## config.mk

```make
export PLATFORM = sky130hd
export DESIGN_NAME = jt12_pg_seq
export DESIGN_NICKNAME = d
export VERILOG_FILES = /design/src/rtl/jt12_pg_seq.sv
export SDC_FILE = /design/constraint.sdc
export NUM_CORES = 1
export LEC_CHECK = 0
export BUFFER_PORTS_ARGS = -buffer_cell sky130_fd_sc_hd__buf_2
export CAP_MARGIN = 30
export CORE_ASPECT_RATIO = 0.9
export CORE_MARGIN = 1
export CORE_UTILIZATION = 46
export CTS_CLUSTER_DIAMETER = 200
export DETAILED_ROUTE_END_ITERATION = 10
export PLACE_DENSITY = 0.64
export SETUP_SLACK_MARGIN = 0.2
export SYNTH_ARGS = -nofsm -noshare
export SYNTH_HDL_FRONTEND = slang
export SYNTH_SLANG_ARGS = --single-unit
export TNS_END_PERCENT = 5
```

## constraint.sdc

```tcl
create_clock -name clk -period 28.9 [get_ports clk]
set_input_delay 0 -clock clk [delete_from_list [all_inputs] [get_ports clk]]
set_output_delay 0 -clock clk [all_outputs]
set_load 0.01 [all_outputs]
```

## src/rtl/jt12_pg_seq.sv

```systemverilog
// Time-multiplexed FM phase generator: increment calc, detune/multiply, per-slot accumulation.
// Optional macro JT12_PG_SAT_EN makes the PM-adjusted fnum saturate instead of wrapping.
module jt12_pg_seq #(
   parameter int SLOTS   = 24,
   parameter int FNUM_W  = 11,
   parameter int PM_W    = 8,
   parameter int PHASE_W = 20,
   parameter int OUT_W   = 10,
   localparam int SW      = $clog2(SLOTS),
   localparam int PHINC_W = FNUM_W + 6
) (
   input  logic              rst,
   input  logic              clk,
   input  logic              clk_en,
   input  logic [2:0]        block,
   input  logic [FNUM_W-1:0] fnum,
   input  logic [PM_W-1:0]   pm_offset,
   input  logic [5:0]        dt_offset,
   input  logic [3:0]        mul,
   input  logic              keyon,
   output logic [SW-1:0]     slot_in,
   output logic [OUT_W-1:0]  phase_out,
   output logic [SW-1:0]     slot_out,
   output logic              out_valid
);

   logic [FNUM_W:0]    fnum_mod;
   logic [PHINC_W-1:0] phinc;

   logic [PHINC_W-1:0] phinc1;
   logic [5:0]         dt1;
   logic [3:0]         mul1;
   logic               key1;
   logic [SW-1:0]      slot1;
   logic               v1;

   logic [PHINC_W-1:0] phd;
   logic [PHASE_W-1:0] phm;

   logic [PHASE_W-1:0] phm2;
   logic               key2;
   logic [SW-1:0]      slot2;
   logic               v2;

   logic [PHASE_W-1:0] mem [SLOTS];
   logic [PHASE_W-1:0] head;
   logic [PHASE_W-1:0] nxt;

`ifdef JT12_PG_SAT_EN
   logic [FNUM_W+2:0] fsum;

   // Two guard bits expose both underflow (sign) and overflow before clamping
   always_comb begin
      fsum = {2'b00, fnum, 1'b0} + {{(FNUM_W+3-PM_W){pm_offset[PM_W-1]}}, pm_offset};
      if (fsum[FNUM_W+2])
         fnum_mod = '0;
      else if (fsum[FNUM_W+1])
         fnum_mod = '1;
      else
         fnum_mod = fsum[FNUM_W:0];
   end
`else
   always_comb begin
      fnum_mod = {fnum, 1'b0} + {{(FNUM_W+1-PM_W){pm_offset[PM_W-1]}}, pm_offset};
   end
`endif

   // (fnum_mod << block) >> 2 without a wider intermediate
   always_comb begin
      if (block >= 3'd2)
         phinc = {5'b00000, fnum_mod} << (block - 3'd2);
      else
         phinc = {5'b00000, fnum_mod} >> (3'd2 - block);
   end

   always_comb begin
      phd = phinc1 + {{(PHINC_W-6){dt1[5]}}, dt1};
      if (mul1 == 4'd0)
         phm = {{(PHASE_W-PHINC_W){1'b0}}, 1'b0, phd[PHINC_W-1:1]};
      else
         phm = {{(PHASE_W-PHINC_W){1'b0}}, phd} * {{(PHASE_W-4){1'b0}}, mul1};
   end

   always_comb begin
      head = mem[SLOTS-1];
      nxt  = key2 ? '0 : head + phm2;
   end

   always_ff @(posedge clk or posedge rst) begin
      if (rst) begin
         slot_in <= '0;
      end else if (clk_en) begin
         if (slot_in == SW'(SLOTS-1))
            slot_in <= '0;
         else
            slot_in <= slot_in + SW'(1);
      end
   end

   always_ff @(posedge clk or posedge rst) begin
      if (rst) begin
         phinc1 <= '0;
         dt1    <= '0;
         mul1   <= '0;
         key1   <= 1'b0;
         slot1  <= '0;
         v1     <= 1'b0;
      end else if (clk_en) begin
         phinc1 <= phinc;
         dt1    <= dt_offset;
         mul1   <= mul;
         key1   <= keyon;
         slot1  <= slot_in;
         v1     <= 1'b1;
      end
   end

   always_ff @(posedge clk or posedge rst) begin
      if (rst) begin
         phm2  <= '0;
         key2  <= 1'b0;
         slot2 <= '0;
         v2    <= 1'b0;
      end else if (clk_en) begin
         phm2  <= phm;
         key2  <= key1;
         slot2 <= slot1;
         v2    <= v1;
      end
   end

   // A value pushed at the tail reaches the head exactly SLOTS advances later
   always_ff @(posedge clk or posedge rst) begin
      if (rst) begin
         for (int i = 0; i < SLOTS; i++)
            mem[i] <= '0;
         phase_out <= '0;
         slot_out  <= '0;
         out_valid <= 1'b0;
      end else if (clk_en) begin
         mem[0] <= nxt;
         for (int i = 1; i < SLOTS; i++)
            mem[i] <= mem[i-1];
         phase_out <= nxt[PHASE_W-1 -: OUT_W];
         slot_out  <= slot2;
         out_valid <= v2;
      end
   end

endmodule

```

Word level (Yosys, flattened, before mapping):

Index checks and enable logic that the tools add are counted.

* multiply operators: 1
* reductions and logical operators: 1
* muxes and demuxes: 4
* shift-type cells: 2
* equality and inequality tests: 1
* $lt $le $gt $ge: 1
* add/subtract/negate cells: 6

Operators by type and width (number)
* $mux W20: 2
* $add A20 B20 Y20: 1
* $mul A17 B4 Y20: 1
* $add A17 B17 Y17: 1
* $mux W17: 1
* $shl A12 B3 Y17: 1
* $shr A12 B3 Y17: 1
* $add A12 B12 Y12: 1
* $add A5 B1 Y5 const B: 1
* $eq A5 B5 Y1 const B: 1
* $mux W5: 1
* $logic_not A4 Y1: 1
* $ge A3 B2 Y1 const B: 1
* $sub A2 B3 Y3 const A: 1
* $sub A3 B2 Y3 const B: 1

* register bits after elaboration: 562
* logic and storage cells: 54
* output and inout bits: 21
* input bits: 36

Logic depth before layout (Yosys ltp):

Gate-level depths: netlist of the first run.

* depth after elaboration: 3
* gate-level depth with buffers: 26

Least setup slack after synthesis of the first run:

No wires, ideal clock.

* kind: register to register
* from: register phinc1[1]
* to: register phm2[19]
* setup time: 82 ps
* setup slack: 23743 ps
* clock period less this slack: 5157 ps
* data arrival time: 5075 ps
* stages on the path, launching flop included: 25
* cells stage by stage: dfrtp_1 > ha_1 > a21o_1 > a21oi_1 > nor2b_1 > o21ai_0 > a211oi_2 > and2_1 > o21ai_0 > a21oi_1 > and2_1 > fa_1 > inv_1 > fa_1 > inv_1 > ha_1 > clkbuf_1 > a21oi_1 > nand2_1 > a31o_2 > a32o_1 > o41ai_4 > a211oi_1 > or3_1 > a31oi_1

* word-level cells in the longest chain between the ends: 3

RTL lines
* start: declaration: RTL line 30 `logic [PHINC_W-1:0] phinc1;`
* start signal: assignment: RTL line 109 `phinc1 <= phinc;`
* $add A17 B17 Y17: RTL line 77 `phd = phinc1 + {{(PHINC_W-6){dt1[5]}}, dt1};`
* $mul A17 B4 Y20: RTL line 81 `phm = {{(PHASE_W-PHINC_W){1'b0}}, phd} * {{(PHASE_W-4){1'b0}}, mul1};`
* $mux W20: RTL line 78 `if (mul1 == 4'd0)`
* end signal: assignment: RTL line 125 `phm2 <= phm;`
* end: declaration: RTL line 40 `logic [PHASE_W-1:0] phm2;`

No other way between the ends.
A chain may end at the register's enable or synchronous reset.

Final worst setup path of the first run:

* from: register dt1[5]
* to: register phm2[19]

* word-level cells in the longest chain between the ends: 3

RTL lines
* start: declaration: RTL line 31 `logic [5:0] dt1;`
* start signal: assignment: RTL line 110 `dt1 <= dt_offset;`
* $add A17 B17 Y17: RTL line 77
* $mul A17 B4 Y20: RTL line 81
* $mux W20: RTL line 78

No other way between the ends.

==> out/results.ini, run 1 <==
[outcome]
status=finished clean

[critical_path]
startpoint=dt1[5]
endpoint_kind=flip-flop
rr_worst_depth=22
critical_path_class=flip-flop to flip-flop
required_ps=29410
r2r_start=dt1[5]
ff2ff_setup_slack_ps=23180
critPathArrivalTime_ps=6230
critPathLaunchType=flip-flop
rr_endpoint=phm2[19]
cp_max_fo=13

[floorplanning]
coreArea_um2=54500
core.rowCount=81
io_pins=57
fp.dieW_um=250
die_h_um=225
initial_utilization=0.467
die_area_um2=56300

[sta]
timing.final.crit_share=0.198
finalSetupTns_ps=0
maxSlewViolCount=0
rsz0062_at_grt=no
layout_setup_ws_ps=23180
min_period_ps=5720
hold-worst-slack_ps=58.0
finalHoldViolations=0
tightest_slew_ps=986
relSlewSlack=0.340
fin_skew_ps=13.2
fmax_ghz=0.175
setup_viol=0

[placed_design]
dpl.cell_count=2620
place_area_um2=26400
port_buffers=56
hpwl_um=29200
place.gp.congestion=0.854
preCtsSetupSlack_ps=23230

[cells_and_area]
fin_area_um2=28800
diodes=0
area_delta_synth_final_pct=13.0
fill_cells=4598
stdcell_count=2756
seq_area_um2=13800
finish.utilization=0.528
drive_above_1_share=0.335
layout.nets=2147
multi_input_area_um2=10900

[clocking]
cts_max_level=2
clockRootBuffer=clkbuf_16
cts_tree=yes
clkLatencyLatePin_ps=600
path_clk_slew_ps=60
cts_buffer_depth=3
cts_buffers=55
ctsResizeCount=0
clock-sinks=552

[logic_synthesis]
yosys.area.top_type=dfrtp_1
synth.distinct_cells=71
synth.avg_cell_area_um2=13.1
async_flop_share=1.00
yosysWarnings=0
synthTopCellsByArea=dfrtp_1 (54%), mux2_2 (22%), ha_1 (3.5%)
synth-seq-cells=552
synth_edf_count=0
synthCells=1943
netlist.area_leader.share=0.543
synth_area_um2=25500
seq_area_frac_synth=0.543
ys.flop_type=dfrtp_1
synth_nets=2084

[route]
drt_iter0_drc=857
route.detailed.drc=0
vias=14600
wl_per_cell_um=16.0
detail-route-antenna-nets=0
wirelength_um=44200
vias_per_cell=5.29
dr.pass1.iters=7

[grt]
antenna_found_initial=0
grt-ovfl-total=0
grt_pass1_wl_um=76100
first_global_vias=14900
grt_max_degree=138
grt_usage=0.162

[hold_path]
hp-start=block[0]
hold_class=primary input to flip-flop
hold_path_depth=4
hold_end=phinc1[14]

[pwr]
leakagePower_nw=13.6
finalPower_mw=3.14
ir_drop_mv=0.0522
powerDensity_nw_per_um2=109

[job]
cap_violations=0

-- logic make-up after synthesis --
kind of cell	Yosys count	share of synthesized area
AO/OA/AOI/OAI	253	0.0697
XOR/XNOR	57	0.0196
adder cells (fa/ha/maj)	105	0.0613
buffers and inverters	176	0.0276
flip-flops	552	0.543
multiplexers	509	0.225
AND/OR/NAND/NOR	291	0.0547
-- where the power goes --
part | switching (mW) | leakage [nW] | internal [mW]
combinational | 0.537 | 5.60 | 0.563
clock | 0.297 | 0.952 | 0.452
sequential | 0.183 | 7.10 | 1.11
total | 1.02 | 13.6 | 2.12
-- layout by cell type (no fill, tap or decap), types with 13 or more instances in the layout --
| cell | n |
|---|---|
| and2_1 | 45 |
| o21ai_0 | 37 |
| nand3_1 | 21 |
| dfrtp_1 | 552 |
| buf_2 | 55 |
| ha_1 | 72 |
| mux2_2 | 496 |
| nor3_1 | 19 |
| nor2_1 | 87 |
| buf_4 | 14 |
| fa_1 | 33 |
| a21oi_1 | 64 |
| xor2_1 | 23 |
| dlygate4sd3_1 | 28 |
| a22o_1 | 14 |
| a31oi_1 | 13 |
| mux2i_1 | 13 |
| a21o_1 | 18 |
| xnor2_1 | 34 |
| inv_1 | 73 |
| a211oi_1 | 16 |
| nand2_1 | 71 |
| clkbuf_16 | 55 |
-- cells in the mapped netlist (7+ instances only) --
master / count
a211oi_1: 16
a21o_1: 18
a21oi_1: 64
a22o_1: 14
a31oi_1: 13
and2_1: 45
buf_1: 11
buf_4: 10
clkbuf_1: 78
dfrtp_1: 552
fa_1: 33
ha_1: 72
inv_1: 74
mux2_2: 496
mux2i_1: 13
nand2_1: 71
nand2b_1: 10
nand3_1: 21
nor2_1: 87
nor2b_1: 7
nor3_1: 19
o21a_1: 7
o21ai_0: 37
o2bb2ai_1: 11
or3_1: 8
xnor2_1: 34
xor2_1: 23
-- critical path: stages, from the launching register on --
cell	delay, ps
dfrtp_1	620
ha_1	380
a21o_1	180
a21oi_1	350
o21ai_0	220
o211a_1	170
o21a_1	160
nor2_1	120
xnor2_1	150
and2_1	210
fa_1	480
inv_1	60
fa_1	530
inv_1	40
ha_1	360
a21o_1	190
a31o_2	210
a32o_1	250
o41ai_4	300
nor2_1	90
a211oi_1	220
o211ai_1	140
a31oi_1	210
-- state kept, by name, summed over array words and instances, names as in the netlist --
register	cells
key1	1
phinc1	17
slot_in	5
out_valid	1
slot_out	5
v2	1
head	20
mem	450
slot1	5
mul1	4
slot2	5
phm2	20
key2	1
v1	1
phase_out	10
dt1	6
-- layout make-up --
class / count / share of cell area
clock buffers: 77 / 0.0545
clock inverters: 25 / 0.0129
inverters: 76 / 0.0102
multi-input cells: 1215 / 0.381
flip-flops and latches: 552 / 0.480
well taps: 705 / 0.0307
repair buffers: 106 / 0.0311
-- worst max path at each step --
stage	endpoint	slack (ps)
after floorplan	dt1[0]	13470
after global placement	phm2[19]	23360
after detailed placement	phm2[19]	23230
after CTS	phm2[19]	23200
after global routing	phm2[19]	22720
final	phm2[19]	23180
-- routing by layer --
metal,global-route usage,routed length [µm],share of wire,vias to the layer above
li1,-,-,-,7021
met1,0.248,22800,0.52,7333
met2,0.239,19200,0.43,161
met3,0.0255,1440,0.033,60
met4,0.0451,787,0.018,0
met5,0,0,0,-
-- repair_timing --
item / 4_1_cts / 5_1_grt
endpoints found under the hold margin: 197 / 3
setup buffers: 0 / 0
hold buffers: 27 / 1
No activity file was read; power rests on OpenSTA's default activity.
==> inputs of run 2 (changes only) <==
--- a/config.mk
+++ b/config.mk
@@ -12,7 +12,7 @@
 export CORE_UTILIZATION = 46
 export CTS_CLUSTER_DIAMETER = 200
 export DETAILED_ROUTE_END_ITERATION = 10
-export PLACE_DENSITY = 0.64
+export PLACE_DENSITY = 0.66
 export SETUP_SLACK_MARGIN = 0.2
 export SYNTH_ARGS = -nofsm -noshare
 export SYNTH_HDL_FRONTEND = slang
==> constraint.sdc (replaced) <==
create_clock -name clk -period 4.74 [get_ports clk]
set_input_delay 0 -clock clk [delete_from_list [all_inputs] [get_ports clk]]
set_output_delay 0 -clock clk [all_outputs]
set_load 0.01 [all_outputs]
==> run 2 against run 1 <==
  * The run now ends with setup timing left
  * Cell area increased by 2.5%
  * Clock-buffer cell count unchanged
  * First-iteration DRC count increased by 24%
  * Worst hold slack improved by 5.2 ps
  * Die area unchanged
  * Register-to-register slack got worse by 24000 ps
  * Clock skew increased by 42 ps
  * Critical path depth increased by 1
  * Sequential power increased to 6.1 times the previous value
  * Core utilization increased by 1.3 points
  * Clock power increased to 5.9 times the previous value
  * Highest routed layer unchanged
==> out/results.ini, run 2 (synthesized netlist as in run 1, its figures left out) <==
[outcome]
status=finished, violations left  ; was finished clean
violations=setup timing

[cells_and_area]
largest_reg_flops=450  ; unchanged
fill_cells=4529  ; was 4598
layout.nets=2234  ; was 2147
stdcell_count=2842  ; was 2756
top_register=mem  ; unchanged
diodes=0  ; unchanged
area_delta_synth_final_pct=15.9  ; was 13.0%
fin_area_um2=29500  ; was 28800 µm²
finish.utilization=0.541  ; was 0.528
final_common_cell=dfrtp_1  ; unchanged
drive_above_1_share=0.383  ; was 0.335
final_cell_mix=dfrtp_1 (552), mux2_2 (496), buf_4 (112)  ; was dfrtp_1 (552), mux2_2 (496), nor2_1 (87)

[critical_path]
required_ps=5250  ; was 29410 ps
critPathLaunchType=flip-flop  ; unchanged
cp_max_fo=4  ; was 13
critical_path_class=flip-flop to flip-flop  ; unchanged
endpoint_kind=flip-flop  ; unchanged
critPathArrivalTime_ps=5630  ; was 6230 ps
ff2ff_setup_slack_ps=-380  ; was 23180 ps
rr_endpoint=phm2[19]  ; unchanged
r2r_start=phinc1[1]  ; was dt1[5]
rr_worst_depth=23  ; was 22

[sta]
relSlewSlack=0.412  ; was 0.340
layout_setup_ws_ps=-383  ; was 23180 ps
rsz0062_at_grt=yes  ; was no
setup_viol=6  ; was 0
min_period_ps=5120  ; was 5720 ps
tightest_slew_ps=883  ; was 986 ps
maxSlewViolCount=0  ; unchanged
fmax_ghz=0.195  ; was 0.175 GHz
timing.final.crit_share=1.08  ; was 0.198
fin_skew_ps=55.0  ; was 13.2 ps
finalHoldViolations=0  ; unchanged

[clocking]
clkLatencyLatePin_ps=630  ; was 600 ps
cts_buffers=56  ; was 55
clock-sinks=552  ; unchanged
cts_tree=yes  ; unchanged
cts_buffer_depth=3  ; unchanged
clockRootBuffer=clkbuf_16  ; unchanged
cts_max_level=2  ; unchanged
path_clk_slew_ps=60  ; about the same

[route]
vias_per_cell=5.30  ; was 5.29
vias=15100  ; was 14600
detail-route-antenna-nets=0  ; unchanged
route.detailed.drc=0  ; unchanged
drt_iter0_drc=1063  ; was 857
wirelength_um=44700  ; was 44200 µm
dr.pass1.iters=5  ; was 7
wl_per_cell_um=15.7  ; was 16.0 µm

[floorplanning]
die_area_um2=56300  ; unchanged
initial_utilization=0.467  ; unchanged
die_h_um=225  ; unchanged
core.rowCount=81  ; unchanged
fp.dieW_um=250  ; unchanged
coreArea_um2=54500  ; unchanged
io_pins=57  ; unchanged

[placed_design]
place_area_um2=27200  ; was 26400 µm²
place.gp.congestion=0.839  ; was 0.854
port_buffers=56  ; unchanged
dpl.cell_count=2718  ; was 2620
hpwl_um=29600  ; was 29200 µm

[pwr]
powerDensity_nw_per_um2=686  ; was 109 nW/µm²
finalPower_mw=20.2  ; was 3.14 mW
leakagePower_nw=14.1  ; was 13.6 nW
ir_drop_mv=0.414  ; was 0.0522 mV

[grt]
first_global_vias=15300  ; was 14900
grt_usage=0.164  ; was 0.162
grt_max_degree=158  ; was 138
grt-ovfl-total=0  ; unchanged
grt_pass1_wl_um=76600  ; was 76100 µm
antenna_found_initial=0  ; unchanged

[hold_path]
hold_end=phinc1[14]  ; unchanged
hold_class=primary input to flip-flop  ; unchanged
hp-start=block[0]  ; unchanged
hold_path_depth=4  ; unchanged

[job]
cap_violations=0  ; unchanged

[run 2: stage by stage]
stage                     setup TNS, ps  setup slack (ps)  hold slack [ps]
final                             -1100              -383             63.2
after global routing              -3800              -682             64.8
after CTS                         -1410              -481             18.0
after detailed placement          -2950              -609              241
after global placement            -1950              -440              226
after floorplan                -1530710             -2770              121
[run 2: power breakdown]
group          switching, mW  internal [mW]
Combinational           3.60           4.29
Clock                   1.84           2.61
Sequential              1.12           6.77
Total                   6.56           13.7
[run 2: worst max-delay path by stage]
stage                   start       end  cells after the start  slack (ps)
global placement    phinc1[1]  phm2[19]                     24        -440
finish              phinc1[1]  phm2[19]                     23        -380
detailed placement  phinc1[1]  phm2[19]                     24        -610
global route        phinc1[1]  phm2[19]                     23        -680
CTS                 phinc1[1]  phm2[19]                     22        -480
floorplan                 rst    dt1[0]                      1       -2770
[run 2: worst max-delay path: stages (launching register included)]
cell and delay, ps:
dfrtp_1 400, ha_1 280, a21o_1 130, a21oi_2 70
nor2b_1 160, o21ai_1 100, a211oi_2 290, and2_1 200
buf_4 110, nor2_2 40, and2_4 150, fa_1 500
inv_2 40, fa_1 550, inv_2 50, ha_4 240
a2111oi_4 280, o21a_1 220, nor3_4 70, a32o_2 290
o41ai_4 270, a211oi_2 130, or3_1 310, a31oi_1 160
[run 2: area by class of cell]
class                           count  area [µm²]  share of cell area
Inverter                           76         289             0.00980
Multi-Input combinational cell   1215       11200               0.378
Tap cell                          705         882              0.0299
Clock inverter                     25         328              0.0111
Clock buffer                       77        1570              0.0532
Timing Repair Buffer              192        1460              0.0495
Sequential cell                   552       13800               0.468
[run 2: metal layers]
metal	wire, µm	vias to the layer above	global-route usage
li1	-	7186	-
met4	898	0	0.0497
met3	1850	65	0.0281
met5	0	-	0
met1	22000	7595	0.244
met2	20000	205	0.243
[run 2: repair_timing]
| action | in CTS | in global routing |
|---|---|---|
| setup endpoints to repair | 11 | 13 |
| endpoints found under the hold margin | 62 | 1 |
| setup buffers | 3 | 1 |
| pin swaps | 35 | 15 |
| gates resized for setup | 26 | 18 |
| hold buffers | 15 | 1 |
==> inputs of run 3 (changes only) <==
--- a/config.mk
+++ b/config.mk
@@ -12,8 +12,9 @@
 export CORE_UTILIZATION = 46
 export CTS_CLUSTER_DIAMETER = 200
 export DETAILED_ROUTE_END_ITERATION = 10
-export PLACE_DENSITY = 0.66
+export PLACE_DENSITY = 0.67
 export SETUP_SLACK_MARGIN = 0.2
+export SLEW_MARGIN = 20
 export SYNTH_ARGS = -nofsm -noshare
 export SYNTH_HDL_FRONTEND = slang
 export SYNTH_SLANG_ARGS = --single-unit
==> run 3 against run 2 <==
  * The run still ends with setup timing left
  * First-iteration DRC count down 20%
  * Sequential power about the same
  * Core utilization up 0.36 points
  * Largest power group is now combinational logic
==> out/results.ini, run 3 (synthesized netlist as in run 1, its figures left out) <==
[critical_path]
critPathArrivalTime_ps=5630  ; about the same
rr_endpoint=phm2[19]  ; unchanged
required_ps=5260  ; was 5250 ps
endpoint_kind=flip-flop  ; unchanged
cp_max_fo=3  ; was 4
r2r_start=phinc1[1]  ; unchanged
critical_path_class=flip-flop to flip-flop  ; unchanged
rr_worst_depth=23  ; unchanged
ff2ff_setup_slack_ps=-370  ; was -380 ps
critPathLaunchType=flip-flop  ; unchanged

[cells_and_area]
diodes=0  ; unchanged
top_register=mem  ; unchanged
layout.nets=2233  ; was 2234
finish.utilization=0.545  ; was 0.541
final_common_cell=dfrtp_1  ; unchanged
area_delta_synth_final_pct=16.6  ; was 15.9%
largest_reg_flops=450  ; unchanged
fill_cells=4434  ; was 4529
final_cell_mix=dfrtp_1 (552), mux2_2 (496), buf_4 (107)  ; was dfrtp_1 (552), mux2_2 (496), buf_4 (112)
drive_above_1_share=0.388  ; was 0.383
fin_area_um2=29700  ; was 29500 µm²

[clocking]
path_clk_slew_ps=60  ; about the same
clkLatencyLatePin_ps=620  ; was 630 ps
cts_max_level=2  ; unchanged
clockRootBuffer=clkbuf_16  ; unchanged
clock-sinks=552  ; unchanged
cts_tree=yes  ; unchanged
cts_buffer_depth=3  ; unchanged
cts_buffers=56  ; unchanged

[route]
vias_per_cell=5.27  ; was 5.30
wirelength_um=45300  ; was 44700 µm
dr.pass1.iters=5  ; unchanged
route.detailed.drc=0  ; unchanged
wl_per_cell_um=15.9  ; was 15.7 µm
detail-route-antenna-nets=0  ; unchanged
vias=15000  ; was 15100
drt_iter0_drc=848  ; was 1063

[sta]
fin_skew_ps=38.6  ; was 55.0 ps
hold-worst-slack_ps=48.2  ; was 63.2 ps
layout_setup_ws_ps=-368  ; was -383 ps
fmax_ghz=0.196  ; was 0.195 GHz
tightest_slew_ps=1060  ; was 883 ps
timing.final.crit_share=1.08  ; about the same
finalHoldViolations=0  ; unchanged
relSlewSlack=0.291  ; was 0.412
rsz0062_at_grt=yes  ; unchanged
min_period_ps=5110  ; was 5120 ps
maxSlewViolCount=0  ; unchanged
setup_viol=8  ; was 6

[pwr]
leakagePower_nw=14.1  ; about the same
powerDensity_nw_per_um2=695  ; was 686 nW/µm²
seqPwrFrac=0.383  ; was 0.390
ir_drop_mv=0.444  ; was 0.414 mV
p_comb_frac=0.389  ; was 0.390
power.switching_mw=6.67  ; was 6.56 mW
netSwitchingFraction=0.323  ; was 0.324
p_int_mw=14.0  ; was 13.7 mW
pwr-share-clk=0.228  ; was 0.220

[placed_design]
hpwl_um=29500  ; was 29600 µm
place_area_um2=27100  ; was 27200 µm²
port_buffers=56  ; unchanged
place.gp.congestion=0.845  ; was 0.839

[floorplanning]
die_h_um=225  ; unchanged
io_pins=57  ; unchanged
coreArea_um2=54500  ; unchanged
die_area_um2=56300  ; unchanged
core.rowCount=81  ; unchanged
fp.dieW_um=250  ; unchanged
initial_utilization=0.467  ; unchanged

[grt]
grt_usage=0.167  ; was 0.164
first_global_vias=15600  ; was 15300
antenna_found_initial=0  ; unchanged
grt_max_degree=194  ; was 158
grt-ovfl-total=0  ; unchanged
grt_pass1_wl_um=78200  ; was 76600 µm

[outcome]
status=finished, violations left  ; unchanged
violations=setup timing  ; unchanged

[hold_path]
hold_class=primary input to asynchronous set/reset pin  ; was primary input to flip-flop

[job]
cap_violations=0  ; unchanged

## run 3: area by class of cell
type	count	area [µm²]	area share
Clock buffer	79	1630	0.0548
Clock inverter	26	394	0.0133
Tap cell	705	882	0.0297
Multi-Input combinational cell	1215	11200	0.379
Inverter	76	289	0.00973
Sequential cell	552	13800	0.465
Timing Repair Buffer	191	1450	0.0487
## run 3: routing by layer
metal / vias up / track usage / wire [µm]
met5: - / 0 / 0
met4: 0 / 0.0501 / 850
met3: 59 / 0.0270 / 1590
met2: 178 / 0.262 / 21000
met1: 7560 / 0.240 / 21800
li1: 7195 / - / -
## run 3: what timing repair did
item | in CTS | in global routing
endpoints found under the setup margin | 12 | 14
pin swaps | 41 | 29
setup buffers | 6 | 1
gates resized for setup | 39 | 22
hold endpoints to repair | 114 | 0
hold buffers | 20 | 0
## run 3: power groups by stage
| stage | Clock, mW | Sequential (mW) | Combinational (mW) |
|---|---|---|---|
| 5_1_grt | 5.03 | 8.19 | 8.93 |
| 3_5_place_dp | 0 | 7.99 | 7.40 |
| 3_3_place_gp | 0 | 7.87 | 7.21 |
| 2_1_floorplan | 0 | 7.56 | 5.48 |
| 6_report | 4.70 | 7.89 | 8.03 |
| 4_1_cts | 4.84 | 7.93 | 7.90 |
## run 3: worst max-delay path: stages, from the launching register on
cell and delay (ps):
dfrtp_1 400, ha_1 310, a21o_1 210, a21oi_2 160, nor2b_1 70, o21ai_1 170
a211oi_2 100, buf_4 170, nor2_4 80, nor2_2 50, and2_4 150, fa_1 490
inv_2 40, fa_1 540, inv_2 50, ha_4 260, a2111oi_4 290, o21a_1 220
nor3_4 60, a32o_2 310, o41ai_4 280, a211oi_2 130, or3_1 330, a31oi_1 160
## run 3: worst max-delay path by stage
stage,start,slack [ps],depth (start not counted),to
6_report,phinc1[1],-370,23,phm2[19]
5_1_grt,phinc1[1],-630,23,phm2[19]
4_1_cts,phinc1[0],-500,23,phm2[19]
3_5_place_dp,phinc1[1],-620,24,phm2[19]
3_3_place_gp,phinc1[1],-410,22,phm2[19]
2_1_floorplan,rst,-2770,1,dt1[0]
## run 3: stage by stage
step	cells	setup TNS [ps]	total power [mW]	setup slack [ps]
after floorplan	1943	-1530710	13.0	-2770
after global routing	2844	-3880	22.1	-630
after CTS	2843	-1420	20.7	-501
after global placement	2711	-1990	15.1	-408
final	2844	-1070	20.6	-368
after detailed placement	2712	-2860	15.4	-616
